<file path="config.mk">
export PLATFORM = sky130hd
export DESIGN_NAME = banked_regfile
export DESIGN_NICKNAME = d
export VERILOG_FILES = /design/src/rtl/banked_regfile_pkg.sv /design/src/rtl/regbank_slice.sv /design/src/rtl/banked_regfile.sv
export SDC_FILE = /design/constraint.sdc
export NUM_CORES = 1
export LEC_CHECK = 0
export ABC_AREA = 1
export ABC_CLOCK_PERIOD_IN_PS = 1550
export BUFFER_PORTS_ARGS = -buffer_cell sky130_fd_sc_hd__buf_2
export CAP_MARGIN = 20
export CELL_PAD_IN_SITES_DETAIL_PLACEMENT = 1
export CELL_PAD_IN_SITES_GLOBAL_PLACEMENT = 2
export CORE_MARGIN = 1
export CORE_UTILIZATION = 29
export DETAILED_ROUTE_END_ITERATION = 10
export GPL_TIMING_DRIVEN = 1
export HOLD_SLACK_MARGIN = 0.06
export PLACE_DENSITY = 0.81
export SYNTH_ARGS = -nofsm -noshare
export SYNTH_HDL_FRONTEND = slang
export SYNTH_SLANG_ARGS = --single-unit
</file>
<file path="constraint.sdc">
create_clock -name clk -period 1.55 [get_ports clk]
set_input_delay 0.155 -clock clk [delete_from_list [all_inputs] [get_ports clk]]
set_output_delay 0.155 -clock clk [all_outputs]
set_load 0.02 [all_outputs]
</file>
<file path="src/rtl/banked_regfile_pkg.sv">
// banked_regfile_pkg: shared constants and width helper for the banked
// register file (link register indices, default shadow mask, clog2).
package banked_regfile_pkg;

   localparam int unsigned LINK_LO = 2;
   localparam int unsigned LINK_HI = 3;
   localparam int unsigned DEF_SHADOW_MASK = 32'hC;

   function automatic int unsigned rf_clog2(input int unsigned n);
      int unsigned w;
      w = 1;
      while ((32'd1 << w) < n) w++;
      return w;
   endfunction

endpackage

</file>
<file path="src/rtl/regbank_slice.sv">
// regbank_slice: storage for one register address, 1 or NBANKS copies.
// Ports: clk, nclr, depth, wr/wd (bank[depth]), ld/ld_bank/ld_d, q.
module regbank_slice
   import banked_regfile_pkg::*;
#(
   parameter int unsigned WIDTH = 8,
   parameter int unsigned NBANKS = 2,
   parameter int unsigned DW = 1,
   parameter bit BANKED = 1'b1
) (
   input  logic             clk,
   input  logic             nclr,
   input  logic [DW-1:0]    depth,
   input  logic             wr,
   input  logic [WIDTH-1:0] wd,
   input  logic             ld,
   input  logic [DW-1:0]    ld_bank,
   input  logic [WIDTH-1:0] ld_d,
   output logic [WIDTH-1:0] q
);

   if (BANKED) begin : g_banked
      logic [WIDTH-1:0] mem [NBANKS];

      // The link load wins over a plain write to the same copy.
      always_ff @(posedge clk or negedge nclr) begin
         if (!nclr) begin
            for (int b = 0; b < int'(NBANKS); b++)
               mem[b] <= '0;
         end else begin
            for (int b = 0; b < int'(NBANKS); b++) begin
               if (ld && ld_bank == DW'(b))
                  mem[b] <= ld_d;
               else if (wr && depth == DW'(b))
                  mem[b] <= wd;
            end
         end
      end

      assign q = mem[depth];
   end else begin : g_flat
      logic [WIDTH-1:0] r;
      logic unused_sel;

      assign unused_sel = ^{depth, ld_bank};

      always_ff @(posedge clk or negedge nclr) begin
         if (!nclr)
            r <= '0;
         else if (ld)
            r <= ld_d;
         else if (wr)
            r <= wd;
      end

      assign q = r;
   end

endmodule

</file>
<file path="src/rtl/banked_regfile.sv">
// banked_regfile: register file with NBANKS interrupt shadow banks.
// Ports: write port, two comb read ports, int_enter/int_ret, ret_ra, depth, fault.
module banked_regfile
   import banked_regfile_pkg::*;
#(
   parameter int unsigned WIDTH = 8,
   parameter int unsigned NREGS = 4,
   parameter int unsigned NBANKS = 2,
   parameter int unsigned SHADOW_MASK = DEF_SHADOW_MASK,
   parameter int unsigned RSW = rf_clog2(NREGS),
   parameter int unsigned DW = rf_clog2(NBANKS)
) (
   input  logic               clk,
   input  logic               nclr,
   input  logic               we,
   input  logic [RSW-1:0]     wa,
   input  logic [WIDTH-1:0]   wd,
   input  logic [RSW-1:0]     ra_a,
   input  logic [RSW-1:0]     ra_b,
   output logic [WIDTH-1:0]   rd_a,
   output logic [WIDTH-1:0]   rd_b,
   input  logic               int_enter,
   input  logic               int_ret,
   input  logic [2*WIDTH-1:0] int_ra,
   output logic [2*WIDTH-1:0] ret_ra,
   output logic [DW-1:0]      depth,
   output logic               fault
);

   localparam logic [DW-1:0] DMAX = DW'(NBANKS - 1);

   logic             at_top;
   logic             at_bot;
   logic             tail;
   logic             enter;
   logic             leave;
   logic             ld_en;
   logic [DW-1:0]    ld_bank;
   logic [WIDTH-1:0] q [NREGS];

   assign at_top = (depth == DMAX);
   assign at_bot = (depth == '0);

   // Tail-chain only when nested; at depth 0 both strobes act as entry.
   assign tail  = int_enter & int_ret & ~at_bot;
   assign enter = int_enter & ~tail;
   assign leave = int_ret & ~int_enter;

   // Entry captures into the next bank; tail-chain reloads the current one.
   assign ld_en   = tail | (enter & ~at_top);
   assign ld_bank = tail ? depth : depth + DW'(1);

   always_ff @(posedge clk or negedge nclr) begin
      if (!nclr) begin
         depth <= '0;
         fault <= 1'b0;
      end else if (enter) begin
         if (at_top)
            fault <= 1'b1;
         else
            depth <= depth + DW'(1);
      end else if (leave) begin
         if (at_bot)
            fault <= 1'b1;
         else
            depth <= depth - DW'(1);
      end
   end

   for (genvar i = 0; i < int'(NREGS); i++) begin : g_reg
      localparam bit IS_LINK = (i == int'(LINK_LO)) || (i == int'(LINK_HI));
      localparam bit BANKED  = IS_LINK || (((SHADOW_MASK >> i) & 1) != 0);

      logic [WIDTH-1:0] ld_d;

      if (i == int'(LINK_HI)) begin : g_hi
         assign ld_d = int_ra[2*WIDTH-1:WIDTH];
      end else begin : g_lo
         assign ld_d = int_ra[WIDTH-1:0];
      end

      regbank_slice #(
         .WIDTH  (WIDTH),
         .NBANKS (NBANKS),
         .DW     (DW),
         .BANKED (BANKED)
      ) u_slice (
         .clk     (clk),
         .nclr    (nclr),
         .depth   (depth),
         .wr      (we && (wa == RSW'(i))),
         .wd      (wd),
         .ld      (ld_en && IS_LINK),
         .ld_bank (ld_bank),
         .ld_d    (ld_d),
         .q       (q[i])
      );
   end

   assign rd_a   = q[ra_a];
   assign rd_b   = q[ra_b];
   assign ret_ra = {q[LINK_HI], q[LINK_LO]};

endmodule

</file>
==> results of run 1 <==
[flip-flops by register name, summed over array words and instances (netlist names)]
| signal | flops |
|---|---|
| g.u_slice.g_banked.mem | 32 |
| g.u_slice.q | 16 |
| fault | 1 |
| depth | 1 |
[worst max-delay path: stages (launching register included)]
cell and delay [ns]:
dfrtp_2 0.47, buf_12 0.18, inv_16 0.09, nand2_2 0.08
nand3_2 0.09, nand3_2 0.10, nand2_2 0.08, buf_6 0.11
[synthesized netlist by cell type]
| cell | instances |
|---|---|
| inv_2 | 1 |
| nand3b_1 | 1 |
| o21ai_0 | 25 |
| buf_6 | 1 |
| buf_4 | 3 |
| clkbuf_1 | 2 |
| nand2_2 | 4 |
| buf_2 | 14 |
| dfrtp_1 | 50 |
| inv_1 | 22 |
| nand2_1 | 173 |
| nor2_1 | 2 |
| nand4_2 | 1 |
| nand3_1 | 80 |
| a21o_1 | 1 |
| o211ai_1 | 16 |
| nand4_1 | 1 |
| o21ai_2 | 8 |
[area by class of cell]
class / count / area, um^2 / area share (%)
flip-flops and latches: 50 / 1250 / 30.1
repair buffers: 90 / 676 / 16.2
repair inverters: 2 / 36.3 / 0.871
multi-input cells: 312 / 1810 / 43.5
clock inverters: 3 / 40.0 / 0.962
inverters: 23 / 113 / 2.70
clock buffers: 5 / 68.8 / 1.65
well taps: 133 / 166 / 4.00
[layer usage]
metal	vias up	routed length [um]	global-route usage (%)
li1	1495	-	-
met2	63	4620	29.5
met3	5	337	2.48
met5	-	0	0
met4	0	70	3.68
met1	1401	4890	28.8
[power by group]
group,leakage (nW),internal [mW],switching (mW)
Sequential,0.619,1.53,0.199
Combinational,1.57,0.601,0.904
Clock,0.0579,0.476,0.441
[what timing repair did]
| action | in CTS | in global routing |
|---|---|---|
| pin swaps | 0 | 17 |
| endpoints found under the setup margin | 32 | 26 |
| hold buffers | 1 | 0 |
| gates resized for setup | 20 | 134 |
| hold endpoints to repair | 50 | 0 |
| buffers inserted | 1 | 7 |
| cloned | 0 | 2 |
[worst max-delay path by stage]
stage	cells after the start	from	to
2_1_floorplan	6	depth	rd_a[0]
3_3_place_gp	6	depth	rd_b[0]
3_5_place_dp	6	depth	rd_a[7]
4_1_cts	6	depth	rd_a[7]
5_1_grt	7	depth	rd_a[1]
6_report	7	depth	rd_a[5]
[metrics by stage]
stage	cell area, um^2	std cells	util, %
6_report	4160	618	43.0
3_5_place_dp	3390	599	35.0
5_1_grt	4160	618	43.0
4_1_cts	3560	609	36.8
3_3_place_gp	3390	599	35.0
2_1_floorplan	2880	405	-
[logic make-up (layout without fill, tap and decap cells)]
| group | count (synthesis) | count (layout) | synth area share, % |
|---|---|---|---|
| flip-flops | 50 | 50 | 43.4 |
| AO/OA/AOI/OAI | 50 | 50 | 11.2 |
| AND/OR/NAND/NOR | 262 | 262 | 38.5 |
| buffers and inverters | 43 | 123 | 6.86 |
==> results by group, run 1 <==
Hold path
  • Hold WC Path Type: primary input to flip-flop
  • Hold path depth: 5
  • Hold Path End: g_reg[3].u_slice.g_banked.mem[0]
  • HP Start: int_ra[8]

Synthesis
  • Avg Inst Size Synth: 7.11 um^2
  • Synthesized Nets: 440
  • Sequential cell area fraction in the yosys report: between 40 and 50%
  • Flops & latches, synth: 50
  • Area of the mapped netlist: between 2000 and 3000 um^2
  • Area contributors post-synth: dfrtp_1 (43%), nand2_1 (23%), nand3_1 (14%)
  • Share of the synthesized area in the top cell type: a little over two fifths
  • Synth area leader: dfrtp_1
  • Post-Syn Instances: ~410
  • Synth warn: 0
  • Library cells used by synthesis: 18

Global routing
  • Antenna violations before repair: 0
  • Total Routing Usage GR: 19.2%
  • First-pass GRT wire length: around 15,000 um
  • Final global-route overflow total: 0
  • Largest net degree at the start of global routing: 25
  • Vias in the first global route: around 3,000

Power and ir drop
  • Peak VDD IR: 0.588 mV
  • Total design power: 4.15 mW
  • Pwr dens: roughly 1000 nW/um^2
  • Total leakage power: 2.25 nW

Timing
  • Worst Skew: ~0.0099 ns
  • Post-layout minimum cycle time: ~1.7 ns
  • Fin. Hold Viols: 0
  • Slew headroom: between 60% and 70%
  • Worst hold slack: 0.179 ns
  • Final slew viol count: 0
  • Final setup viols: 18
  • Setup tns final: -1.43 ns
  • Tcrit/Tclk final: 107%
  • Achievable Freq: 602 MHz
  • Unrepaired setup endpoints after global routing: true
  • Final setup margin: -0.112 ns
  • Actual slew at the worst max-slew pin: roughly 0.57 ns

Setup path
  • Crit path required time: around 1.4 ns
  • R2r startpoint: depth
  • Reg2Reg Depth: 7
  • WP data arrival: approximately 1.5 ns
  • CP Class: flip-flop to output port
  • Startpoint types: flip-flop
  • CP Max Fanout: 9
  • Worst reg-to-reg setup slack: between 0.1 and 0.15 ns
  • Element type at the critical path end: output port
  • RR Endpoint: g_reg[2].u_slice.g_banked.mem[0]

Clock network
  • Root buffer cell: clkbuf_8
  • CTS Buf Count: 5
  • Clk sinks: 50
  • CTS tree: yes
  • # H-tree levels: 2
  • Clk_lat worst skew: ~0.31 ns
  • Clock Path Buffers: 2
  • Clk slew on worst S/H paths: roughly 0.08 ns

Outcome
  • Status: finished, violations left
  • Failing checks: negative setup slack

Floorplan
  • Num ports: 69
  • Die height: roughly 100 um
  • Initial Util: between 20% and 30%
  • Die Area: a little over 10,000 um^2
  • Row count: 36
  • Core Area: 9680 um^2
  • Die Wd: roughly 100 um

Placed design
  • Post-detail-place hpwl: slightly above 7000 um
  • RePlAce Congestion: between 0.7 and 0.8
  • I/O Buffers: around 70
  • Place WS: 0.0601 ns

Drt
  • 1st-iter DRT viols: between 90 and 100
  • DR WL/cell: 16.1 um
  • Post-Route WL: 9920 um
  • Final ANT Viol Nets: 0
  • Vias per cell: 4.80
  • Via count: 2,964
  • Drt pass-1 iters: 4
  • DRC violations left: 0

Run
  • Maximum capacitance violations: 0

Cells and area
  • Commonest non-fill, non-tap cell in the layout: nand2_1
  • Fraction of layout cells with a size suffix above 1: 39.6%
  • # diodes: 0
  • Fillers: around 1,200
  • Nets: 519
  • Commonest non-fill, non-tap cells in the layout: nand2_1 (132), dfrtp_1 (49), buf_2 (47)
  • Area Overhead vs Synth: 44.6%
No activity file was read; power rests on OpenSTA's default activity.
==> inputs of run 2 (changes only) <==
--- a/config.mk
+++ b/config.mk
@@ -6,17 +6,17 @@
 export NUM_CORES = 1
 export LEC_CHECK = 0
 export ABC_AREA = 1
-export ABC_CLOCK_PERIOD_IN_PS = 1550
+export ABC_CLOCK_PERIOD_IN_PS = 1500
 export BUFFER_PORTS_ARGS = -buffer_cell sky130_fd_sc_hd__buf_2
 export CAP_MARGIN = 20
 export CELL_PAD_IN_SITES_DETAIL_PLACEMENT = 1
 export CELL_PAD_IN_SITES_GLOBAL_PLACEMENT = 2
 export CORE_MARGIN = 1
-export CORE_UTILIZATION = 29
+export CORE_UTILIZATION = 26
 export DETAILED_ROUTE_END_ITERATION = 10
 export GPL_TIMING_DRIVEN = 1
 export HOLD_SLACK_MARGIN = 0.06
-export PLACE_DENSITY = 0.81
+export PLACE_DENSITY = 0.77
 export SYNTH_ARGS = -nofsm -noshare
 export SYNTH_HDL_FRONTEND = slang
 export SYNTH_SLANG_ARGS = --single-unit
==> constraint.sdc (replaced) <==
create_clock -name clk -period 1.5 [get_ports clk]
set_input_delay 0.15 -clock clk [delete_from_list [all_inputs] [get_ports clk]]
set_output_delay 0.15 -clock clk [all_outputs]
set_load 0.02 [all_outputs]
==> results by group, run 2 (same netlist as run 1, synthesis figures left out) <==
Outcome
  • Status: finished, violations left
  • Failing checks: design-rule violations, negative setup slack

Drt
  • Met2 routed wirelength: 4240 um (-8.3%)
  • Metal3 WL: 368 um (+9.2%)
  • Drt pass-1 iters: 7 (+3)
  • Metal1 wirelength: 4900 um (+0.12%)
  • Final ANT Viol Nets: 0 (unchanged)
  • Vias per cell: 4.75 (-0.97%)
  • DRC violations left: 2 (+2)
  • 1st-iter DRT viols: 138 (+44%)
  • Via count: 2,940 (-0.81%)
  • Post-Route WL: 9590 um (-3.3%)
  • DR WL/cell: 15.5 um (-3.4%)
  • Max layer used: met4

Floorplan
  • Num ports: 69 (unchanged)
  • Row count: 38 (+5.6%)
  • Die Wd: 107 um (+5.5%)
  • Initial Util: 26.7% (-3.1 points)
  • Die height: 107 um (+5.5%)
  • Die Area: 11,500 um^2 (+11%)
  • Core Area: 10,800 um^2 (+11%)

Placed design
  • I/O Buffers: 68 (unchanged)
  • Post-detail-place hpwl: 7440 um (+4.3%)
  • Placed instance count: 607 (+1.3%)
  • RePlAce Congestion: 0.789 (+4.8%)
  • Place WS: 0.0552 ns (-0.00491 ns)

Setup path
  • Startpoint types: flip-flop
  • Cell class contributing the biggest share of worst-path delay: flip-flops
  • R2r startpoint: depth
  • CP max-delay cell: dfrtp_2
  • Critical Path, Cell by Cell: buf_6, nand2_1, nand3_1, nand3_1, nand2_1, buf_2
  • Bufs and invs on worst path: 2 (-1)
  • Worst reg-to-reg setup slack: 0.17 ns (+0.05 ns)
  • RR Endpoint: g_reg[3].u_slice.g_banked.mem[0]
  • WP data arrival: 1.49 ns (-0.02 ns)
  • Crit path required time: 1.35 ns (-0.04 ns)
  • CP Max Fanout: 11 (+2)
  • Element type at the critical path end: output port
  • CP Class: flip-flop to output port
  • Reg2Reg Depth: 6 (-1)
  • Max stage delay on crit path: 0.45 ns (-0.02 ns)

Cells and area
  • Area Overhead vs Synth: 25.1%
  • Fillers: 1,366 (+13%)
  • # diodes: 0 (unchanged)
  • Non-Filler Instances: 619 (+0.16%)
  • Top reg by flops: g.u_slice.g_banked.mem
  • Nets: 513 (-1.2%)
  • Max reg flops: 32 (unchanged)
  • Final Core Density: 33.4% (-9.6 points)
  • Fraction of layout cells with a size suffix above 1: 25.1% (-15 points)
  • Commonest non-fill, non-tap cells in the layout: nand2_1 (160), nand3_1 (80), buf_2 (68)
  • Commonest non-fill, non-tap cell in the layout: nand2_1

Hold path
  • HP Start: int_ra[9]
  • Hold WC Path Type: primary input to flip-flop
  • Hold Path End: g_reg[3].u_slice.g_banked.mem[1]
  • Hold path depth: 5 (unchanged)

Global routing
  • Largest net degree at the start of global routing: 51 (+100%)
  • Total Routing Usage GR: 17.9% (-1.3 points)
  • Final global-route overflow total: 0 (unchanged)
  • Antenna violations before repair: 0 (unchanged)
  • First-pass GRT wire length: 16,200 um (+5.9%)
  • Vias in the first global route: 3,024 (+2.7%)

Timing
  • Actual slew at the worst max-slew pin: 0.604 ns (+0.0339 ns)
  • Tcrit/Tclk final: 109%
  • Fin. Hold Viols: 0 (unchanged)
  • Final slew viol count: 0 (unchanged)
  • Final setup margin: -0.140 ns (-0.0278 ns)
  • Worst Skew: 0.00348 ns (-0.00645 ns)
  • Achievable Freq: just over 600 MHz
  • Slew headroom: 59.6% (-2.3 points)
  • Final setup viols: 16 (-2)
  • Post-layout minimum cycle time: between 1.5 and 2 ns
  • Unrepaired setup endpoints after global routing: true

Clock network
  • # H-tree levels: 2 (unchanged)
  • Clk slew on worst S/H paths: 0.09 ns (about the same)
  • Root buffer cell: clkbuf_8
  • Clk sinks: 50 (unchanged)
  • Clk_lat worst skew: 0.31 ns (about the same)
  • CTS Buf Count: 5 (unchanged)
  • Clock Path Buffers: 2 (unchanged)
  • CTS tree: yes

Power and ir drop
  • Total leakage power: 1.97 nW (-12%)
  • Peak VDD IR: 0.351 mV (-40%)
  • Pwr dens: 1060 nW/um^2 (+6.4%)

Run
  • Maximum capacitance violations: 0 (unchanged)
run 2: through the flow:
stage          hold WS (ns)  setup TNS, ns  cell area [um^2]  power, mW
2_1_floorplan        -0.146              0              2880       2.53
3_3_place_gp          0.164              0              3410       2.94
3_5_place_dp          0.159              0              3410       2.98
4_1_cts               0.170          -1.83              3580       3.85
5_1_grt               0.199          -3.60              3600       4.08
6_report              0.168          -1.62              3600       3.82
run 2: worst register-to-register path, delay by kind of cell, from the launching register on:
family / cells / cell delay (ns)
and+or+nand+nor: 4 / 0.39
buffers and inverters: 2 / 0.37
DFF: 1 / 0.47
run 2: final cells by class:
class                   instances  area (um^2)  share of cell area (%)
inverters                      23         91.3                    2.53
multi-input cells             312         1480                    41.1
clock inverters                 1         5.00                   0.139
clock buffers                   7         86.3                    2.40
flip-flops and latches         50         1250                    34.8
repair buffers                 86          510                    14.2
well taps                     140          175                    4.86
run 2: report_power, final:
part | total (mW) | internal [mW] | switching [mW] | leakage, nW
clock network | 0.828 | 0.373 | 0.455 | 0.0482
logic | 1.26 | 0.445 | 0.814 | 1.30
registers | 1.73 | 1.58 | 0.152 | 0.619
total | 3.82 | 2.40 | 1.42 | 1.97
run 2: metal layers:
layer,track usage [%],up-vias
li1,-,1484
met1,26.4,1381
met2,28.2,68
met3,1.94,7
met4,3.82,0
met5,0,-
run 2: worst max path at each step:
stage	to	start	depth (start not counted)	slack, ns
floorplan	rd_a[0]	depth	6	0.11
global placement	rd_b[7]	depth	6	0.10
detailed placement	rd_a[0]	depth	6	0.06
CTS	rd_a[3]	depth	6	-0.14
global route	rd_b[7]	depth	6	-0.25
finish	rd_a[4]	depth	6	-0.14
run 2: timing repair:
item | CTS | global route
cloned | 0 | 0
pin swaps | 0 | 0
setup endpoints to repair | 32 | 47
endpoints found under the hold margin | 50 | 0
setup buffers | 3 | 0
hold buffers | 1 | 0
gates resized for setup | 16 | 5
